--- config.mk ---
export PLATFORM = sky130hd
export DESIGN_NAME = hs_rsp_queue
export DESIGN_NICKNAME = d
export VERILOG_FILES = /design/src/rtl/hs_rsp_queue.sv
export SDC_FILE = /design/constraint.sdc
export NUM_CORES = 1
export LEC_CHECK = 0
export ABC_AREA = 1
export BUFFER_PORTS_ARGS = -buffer_cell sky130_fd_sc_hd__buf_2
export CORE_UTILIZATION = 45
export CTS_BUF_LIST = sky130_fd_sc_hd__clkbuf_4
export CTS_CLUSTER_DIAMETER = 40
export CTS_CLUSTER_SIZE = 12
export DETAILED_ROUTE_END_ITERATION = 10
export GPL_TIMING_DRIVEN = 0
export PLACE_DENSITY_LB_ADDON = 0.05
export RECOVER_POWER = 50
export SLEW_MARGIN = 20
export SYNTH_ARGS = -nofsm -noshare
export SYNTH_HDL_FRONTEND = slang
export SYNTH_SLANG_ARGS = --single-unit
--- constraint.sdc ---
create_clock -name sys_clk -period 5 [get_ports sys_clk]
set_clock_uncertainty 0.15 [all_clocks]
set_input_delay 0.25 -clock sys_clk [delete_from_list [all_inputs] [get_ports sys_clk]]
set_output_delay 0.25 -clock sys_clk [all_outputs]
set_load 0.05 [all_outputs]
--- src/rtl/hs_rsp_queue.sv ---
// Response queue: C_DEPTH slots of C_WORDS words, filled by a producer and
// drained one slot at a time by a handshake consumer (RspReq/RspAck).
module hs_rsp_queue #(
  parameter int unsigned C_DEPTH = 2,
  parameter int unsigned C_WORDS = 16,
  parameter int unsigned C_DW    = 32,
  parameter int unsigned C_IDW   = 5
) (
  input  logic                       sys_clk,
  input  logic                       sys_rst,
  input  logic                       rsp_we,
  input  logic [$clog2(C_WORDS)-1:0] rsp_waddr,
  input  logic [C_DW-1:0]            rsp_wdata,
  input  logic                       rsp_done,
  input  logic [C_IDW-1:0]           rsp_id,
  input  logic                       rsp_sts,
  output logic                       rsp_full,
  output logic                       rsp_ovf,
  output logic                       RspReq,
  input  logic                       RspAck,
  output logic [C_IDW-1:0]           RspId,
  output logic                       RspSts,
  input  logic [$clog2(C_WORDS)-1:0] RspAddr,
  output logic [C_DW-1:0]            Rsp
);

  localparam int unsigned AW = $clog2(C_WORDS);
  localparam int unsigned PW = $clog2(C_DEPTH);
  localparam int unsigned CW = $clog2(C_DEPTH + 1);

  typedef enum logic [1:0] {StIdle, StReq, StGap} state_e;

  // Slot storage is deliberately not reset.
  logic [C_DW-1:0]  mem     [C_DEPTH*C_WORDS];
  logic [C_IDW-1:0] id_mem  [C_DEPTH];
  logic             sts_mem [C_DEPTH];

  logic [PW-1:0]    head_q, head_d, tail_q, tail_d;
  logic [CW-1:0]    count_q, count_d;
  logic             full_q, ovf_q;
  state_e           state_q, state_d;
  logic [C_IDW-1:0] id_q;
  logic             sts_q;
  logic [C_DW-1:0]  rsp_q;

  logic             wr_en, push, pop, load_head;

  // Producer side gating: the registered full flag blocks writes and commits.
  always_comb begin
    wr_en  = rsp_we && !full_q;
    push   = rsp_done && !full_q;
    pop    = (state_q == StReq) && RspAck;
    tail_d = push ? PW'(tail_q + 1'b1) : tail_q;
    head_d = pop ? PW'(head_q + 1'b1) : head_q;
    count_d = count_q + CW'(push) - CW'(pop);
  end

  // Read handshake FSM: IDLE waits for data, REQ holds the request, GAP forces a low gap.
  always_comb begin
    state_d   = state_q;
    RspReq    = 1'b0;
    load_head = 1'b0;
    unique case (state_q)
      StIdle: begin
        if (count_q != '0) begin
          state_d   = StReq;
          load_head = 1'b1;
        end
      end
      StReq: begin
        RspReq = 1'b1;
        if (RspAck) state_d = StGap;
      end
      StGap:   state_d = StIdle;
      default: state_d = StIdle;
    endcase
  end

  // Queue pointers, count, flags, FSM and registered head outputs.
  always_ff @(posedge sys_clk) begin
    if (sys_rst) begin
      head_q  <= '0;
      tail_q  <= '0;
      count_q <= '0;
      full_q  <= 1'b0;
      ovf_q   <= 1'b0;
      state_q <= StIdle;
      id_q    <= '0;
      sts_q   <= 1'b0;
      rsp_q   <= '0;
    end else begin
      head_q  <= head_d;
      tail_q  <= tail_d;
      count_q <= count_d;
      full_q  <= (count_d == CW'(C_DEPTH));
      ovf_q   <= rsp_done && full_q;
      state_q <= state_d;
      rsp_q   <= mem[{head_q, RspAddr}];
      // Head entry is latched as REQ is entered; it cannot change until the pop.
      if (load_head) begin
        id_q  <= id_mem[head_q];
        sts_q <= sts_mem[head_q];
      end
    end
  end

  // Slot data and tag storage; a write and a commit in one cycle land in the same slot.
  always_ff @(posedge sys_clk) begin
    if (!sys_rst) begin
      if (wr_en) mem[{tail_q, rsp_waddr}] <= rsp_wdata;
      if (push) begin
        id_mem[tail_q]  <= rsp_id;
        sts_mem[tail_q] <= rsp_sts;
      end
    end
  end

  assign rsp_full = full_q;
  assign rsp_ovf  = ovf_q;
  assign RspId    = id_q;
  assign RspSts   = sts_q;
  assign Rsp      = rsp_q;

endmodule

==> impl_metrics.toml, run 1 <==
[worst_setup_path]
cp_max_fo = 10
arrival_ps = 4430
endpoint_kind_of_the_worst_setup_timing_path = "flop"
worstSetupPathType = "in2reg"
endpoint_required_time_on_the_critical_path_ps = 5830
start_kind = "input pin"

[route]
antenna_left = 0
detail_route.vias_per_cell = 5.526
first_pass_iters = 5
total_vias_in_the_final_route = 29850
route.final.wire_length_mm = 144.8
drc = 0
drt_iter0_markers = 3303
avgRoutedWirePerCell_um = 26.81

[floorplan]
placementRows = 113
ioPinCount = 92
core_region_area_um2 = 95150
die_h_um = 312.1
dieWidth_um = 312.1
initial_utilization = 0.4546
die-area_um2 = 97380

[job]
maxCapViolations = 31

[placed_design]
globalplace.congestion = 0.8990
dp.final_hpwl_mm = 97.48
place.port_buffers = 88
post-place-ws_ps = 1786
dpl_cell_area_um2 = 46700

[pwr]
design_power_total_mw = 18.63
power.ir.vdd_worst_mv = 0.2365
power-per-cell-area_nw_per_um2 = 374.2
static-leakage-power_nw = 18.14

[status]
failed_checks = "capacitance limit, slew limit"
run_status = "finished, violations left"

[sta]
worst_slew_pin_slew_ps = 2220
post_route_setup_tns_ps = 0
final.setup.worst_slack_ps = 1406
setup_violations = 0
rsz0062_at_grt = "false"
slew-limit-headroom = -0.4799
layout_min_cycle_time_ps = 3594
timing.final.crit_share = 0.7189
max_clock_freq_ghz = 0.2782
final_hold_violating_endpoints = 0
slew_viol_final = 1026

[clock_tree]
cts-root-buf = "sky130_fd_sc_hd__clkbuf_4"
cts_num_sinks = 1082
clock_tree.htree_level_count = 4
clock_insertion_delay_at_the_later_pin_of_the_skew_report_ps = 1140
cts.reportedPaths.clkPinSlew_ps = 100
tritoncts_clock_tree = "built"
ctsLongestPathBuffers = 3
cts_buffers = 149

[layout]
fraction_of_final_layout_cells_with_drive_strength_greater_than_1 = 0.1327
post-route-cell-area_um2 = 49790
final_common_cell = "sky130_fd_sc_hd__nand2_1"
final_util = 0.5233
nets = 4052
layout.cells.most_common_list = "sky130_fd_sc_hd__nand2_1 (1,270), sky130_fd_sc_hd__edfxtp_1 (1,036), sky130_fd_sc_hd__nand3_1 (698)"
area_growth_pct = 15.09

[logic_synthesis]
count_of_mapped_cells_out_of_synthesis = 3651
net_count_after_synthesis = 3703
ys_seq_elements = 1082
synth_seq_area_share = 0.7404
syn-mean-instance-area_um2 = 11.85
yosysWarningCount = 0
synthesis.area_um2 = 43260
synth.lib_cells_used.distinct = 22

[global_route]
grt_start_max_net_pins = 33
antenna_found_initial = 18
first_global_vias = 29080
grt_first_pass_wirelength_mm = 204.5
grt.total_usage = 0.2989
overflow = 0

[hold_path]
hold_path.class = "in2reg"
[critical path, cell delays in order]
cell and delay, ps:
sky130_fd_sc_hd__dlygate4sd3_1 520, sky130_fd_sc_hd__clkbuf_1 780, sky130_fd_sc_hd__clkbuf_1 1040, sky130_fd_sc_hd__clkbuf_1 810, sky130_fd_sc_hd__nand2_1 110, sky130_fd_sc_hd__nand2_1 100, sky130_fd_sc_hd__nor2_1 60, sky130_fd_sc_hd__nor2_1 520
sky130_fd_sc_hd__nor2_1 190
[synth_stat cells (all sizes together)]
library cell / instances / area, µm²
inv: 17 / 71.32
ha: 1 / 12.51
nand3b: 1 / 7.510
xor2: 2 / 17.52
nor2: 246 / 923.4
edfxtp: 1036 / 31110
clkbuf: 43 / 161.4
dfxtp: 46 / 920.9
xnor2: 1 / 8.760
a21oi: 7 / 35.03
o21ai: 92 / 460.4
nand3: 698 / 3493
buf: 182 / 1219
nor3: 3 / 15.01
a31oi: 6 / 37.54
nand2: 1270 / 4767
[per-stage QoR]
stage	instances	hold WS [ps]
2_1_floorplan	3651	198.9
3_3_place_gp	5004	290.5
3_5_place_dp	5054	293.7
4_1_cts	5388	4.582
5_1_grt	5396	71.76
6_report	5401	87.12
[flip-flops by register name, summed over array words and instances (netlist names)]
name / count
mem: 1024
Rsp: 32
id_mem: 10
RspId: 5
count_q: 2
state_q: 2
sts_mem: 2
RspSts: 1
head_q: 1
rsp_full: 1
rsp_ovf: 1
tail_q: 1
[cells by family (layout without fill, tap and decap cells)]
kind of cell               after synthesis  after routing  synth area share
and+or+nand+nor                       2218           2218            0.2128
DFF                                   1082           1082            0.7404
buffers and inverters                  242            714           0.03355
AOI/OAI and AO/OA                      105            105           0.01232
xor gates and xnor gates                 3              3         0.0006075
adders and majority gates                1              1         0.0002892
other                                    0             13                 0
[routing by layer]
layer / global-route usage / up-vias / wire length, µm
li1: - / 13530 / -
met1: 0.3884 / 14710 / 57600
met2: 0.5005 / 1312 / 70300
met3: 0.05123 / 291 / 11400
met4: 0.1181 / 2 / 5484
met5: 0 / - / 10
[where the power goes]
part	switching, mW	internal, mW	leakage [nW]
sequential	0.0519	10.1	9.70
clock	3.37	3.11	1.39
combinational	1.55	0.469	7.05
total	4.97	13.7	18.1
[area by class of cell]
class | instances | area, µm²
multi-input combinational | 2327 | 10020
inverter | 17 | 71.32
clock inverter | 101 | 1222
sequential | 1082 | 32030
tap | 1265 | 1583
antenna | 13 | 32.53
buffer | 225 | 1373
clock buffer | 173 | 1299
timing repair buffer | 198 | 2161
fill | 8351 | 45360
[what timing repair did]
action,4_1_cts,5_1_grt
endpoints found under the hold margin,1723,0
hold buffers,60,0
buffers inserted,0,0
gates resized for setup,0,0
[worst paths after layout]
kind | from | to | slack, ps | cells after the start
setup / recovery | RspAddr[2] | Rsp[16] | 1410 | 9
hold / removal | rsp_waddr[1] | mem[19][29] | 90 | 3
setup reg to reg | rsp_full | mem[1][20] | 1980 | 6
hold reg to reg | tail_q | tail_q | 390 | 2
Note: power is estimated with default switching activity, not from simulation.
==> inputs of run 2 (changes only) <==
==> constraint.sdc (replaced) <==
create_clock -name sys_clk -period 3.7 [get_ports sys_clk]
set_clock_uncertainty 0.15 [all_clocks]
set_input_delay 0.185 -clock sys_clk [delete_from_list [all_inputs] [get_ports sys_clk]]
set_output_delay 0.185 -clock sys_clk [all_outputs]
set_load 0.05 [all_outputs]
==> impl_metrics.toml, run 2 (synthesis gave the netlist of run 1 again) <==
[status]
run_status = "finished, violations left"
failed_checks = "capacitance limit, slew limit"

[route]
total_vias_in_the_final_route = 30150
drc = 0
antenna_left = 0
detail_route.vias_per_cell = 5.554
drt_iter0_markers = 3235
route.final.wire_length_mm = 146.3
avgRoutedWirePerCell_um = 26.96
first_pass_iters = 6

[layout]
layout.cells.most_common_list = "sky130_fd_sc_hd__nand2_1 (1,270), sky130_fd_sc_hd__edfxtp_1 (1,036), sky130_fd_sc_hd__nand3_1 (698)"
final_util = 0.5258
largest_register = "mem"
nets = 4082
final_common_cell = "sky130_fd_sc_hd__nand2_1"
layoutNonFillerInstCount = 5428
fill_cell_instance_count_of_the_final_layout = 8360
area_growth_pct = 15.66
fraction_of_final_layout_cells_with_drive_strength_greater_than_1 = 0.1257
largest_register_ff_count = 1024

[placed_design]
place.port_buffers = 88
dp.final_hpwl_mm = 97.48
dp.cells = 5054
globalplace.congestion = 0.8990

[sta]
setup_violations = 0
slew_viol_final = 814
final_hold_violating_endpoints = 0
rsz0062_at_grt = "false"
worst_slew_pin_slew_ps = 2232
slew-limit-headroom = -0.4877
timing.final.crit_share = 0.9695
max_clock_freq_ghz = 0.2788
fin_hold_ws_ps = 234.4
layout_min_cycle_time_ps = 3587

[worst_setup_path]
start_kind = "input pin"
timing.critical_path.slowest_cell_delay_ps = 1080
cp_max_fo = 10
endpoint_required_time_on_the_critical_path_ps = 4540
endpoint_kind_of_the_worst_setup_timing_path = "flop"
arrival_ps = 4430
crit_path_cells = "dlygate4sd3_1, clkbuf_1, clkbuf_1, clkbuf_1, nand2_1, nand2_1, nor2_1, nor2_1, nor2_1"
worst_path_max_delay_cell = "sky130_fd_sc_hd__clkbuf_1"
worstSetupPathType = "in2reg"

[clock_tree]
cts.reportedPaths.clkPinSlew_ps = 100
clock_tree.htree_level_count = 4
tritoncts_clock_tree = "built"
clock_insertion_delay_at_the_later_pin_of_the_skew_report_ps = 1130
cts_buffers = 149
ctsLongestPathBuffers = 3
cts.repair.resized = 0
cts-root-buf = "sky130_fd_sc_hd__clkbuf_4"
cts_num_sinks = 1082

[pwr]
static-leakage-power_nw = 18.16
clock_power_share = 0.347
power.ir.vdd_worst_mv = 0.3147
comb_power_share = 0.109
seq_power_share = 0.544
power-per-cell-area_nw_per_um2 = 503.0
switchingPower_mw = 6.710
design_power_total_mw = 25.17
cell_internal_pwr_mw = 18.46
p_sw_frac = 0.2666

[floorplan]
placementRows = 113
ioPinCount = 92
initial_utilization = 0.4546
die-area_um2 = 97380
dieWidth_um = 312.1
die_h_um = 312.1
core_region_area_um2 = 95150

[global_route]
overflow = 0
antenna_found_initial = 17
first_global_vias = 29290
grt.total_usage = 0.3029
grt_start_max_net_pins = 33
grt_first_pass_wirelength_mm = 206.8

[job]
maxCapViolations = 25

[hold_path]
hold_path.class = "in2reg"
[run 2: cell types whose count changed in the layout (fill, tap and decap cells not counted), sizes merged]
cell / previous run / this run
dlygate4sd3: 60 / 87
diode: 13 / 10
clkbuf: 268 / 298
buf: 268 / 241
[run 2: per-stage QoR]
step,cell area [µm²],setup slack (ps),setup TNS [ps]
2_1_floorplan,43260,686.2,0
3_3_place_gp,45280,-1501,-1149890
3_5_place_dp,46700,551.1,0
4_1_cts,50140,642.4,0
5_1_grt,50020,238.8,0
6_report,50030,112.8,0
[run 2: final timing paths]
check	from	end	slack [ps]	cells after the start
worst max-delay path	RspAddr[2]	Rsp[14]	110	9
worst min-delay path	sys_rst	Rsp[7]	230	6
worst max register to register	rsp_full	mem[15][18]	680	7
worst min register to register	tail_q	tail_q	400	2
[run 2: layout make-up]
cell class	count	area, µm²	area share
Multi-Input combinational cell	2327	10020	0.2002
Tap cell	1265	1583	0.03163
Timing Repair Buffer	228	2411	0.04819
Buffer	225	1373	0.02743
Antenna cell	10	25.02	0.0005001
Clock buffer	173	1299	0.02596
Clock inverter	101	1222	0.02443
Inverter	17	71.32	0.001425
Sequential cell	1082	32030	0.6402
[run 2: worst max-delay path: cells and delay by family]
| family | cells | cell delay, ps |
|---|---|---|
| AND/OR/NAND/NOR | 5 | 960 |
| buffers and inverters | 4 | 3230 |
[run 2: power by group through the flow]
stage	sequential [mW]	clock, mW	combinational (mW)
2_1_floorplan	14.3	0	1.13
3_3_place_gp	14.0	0	2.58
3_5_place_dp	14.0	0	2.66
4_1_cts	13.7	8.87	2.76
5_1_grt	13.7	9.35	2.92
6_report	13.7	8.73	2.75
[run 2: timing repair]
action / 4_1_cts / 5_1_grt
endpoints found under the hold margin: 1865 / 0
setup buffers: 0 / 0
hold buffers: 90 / 0
[run 2: layer usage]
metal	vias to the layer above	track usage	part of all wire
met4	0	0.1244	0.042
met1	14820	0.3923	0.39
li1	13580	-	-
met2	1447	0.5066	0.48
met5	-	0	0
met3	302	0.05149	0.081
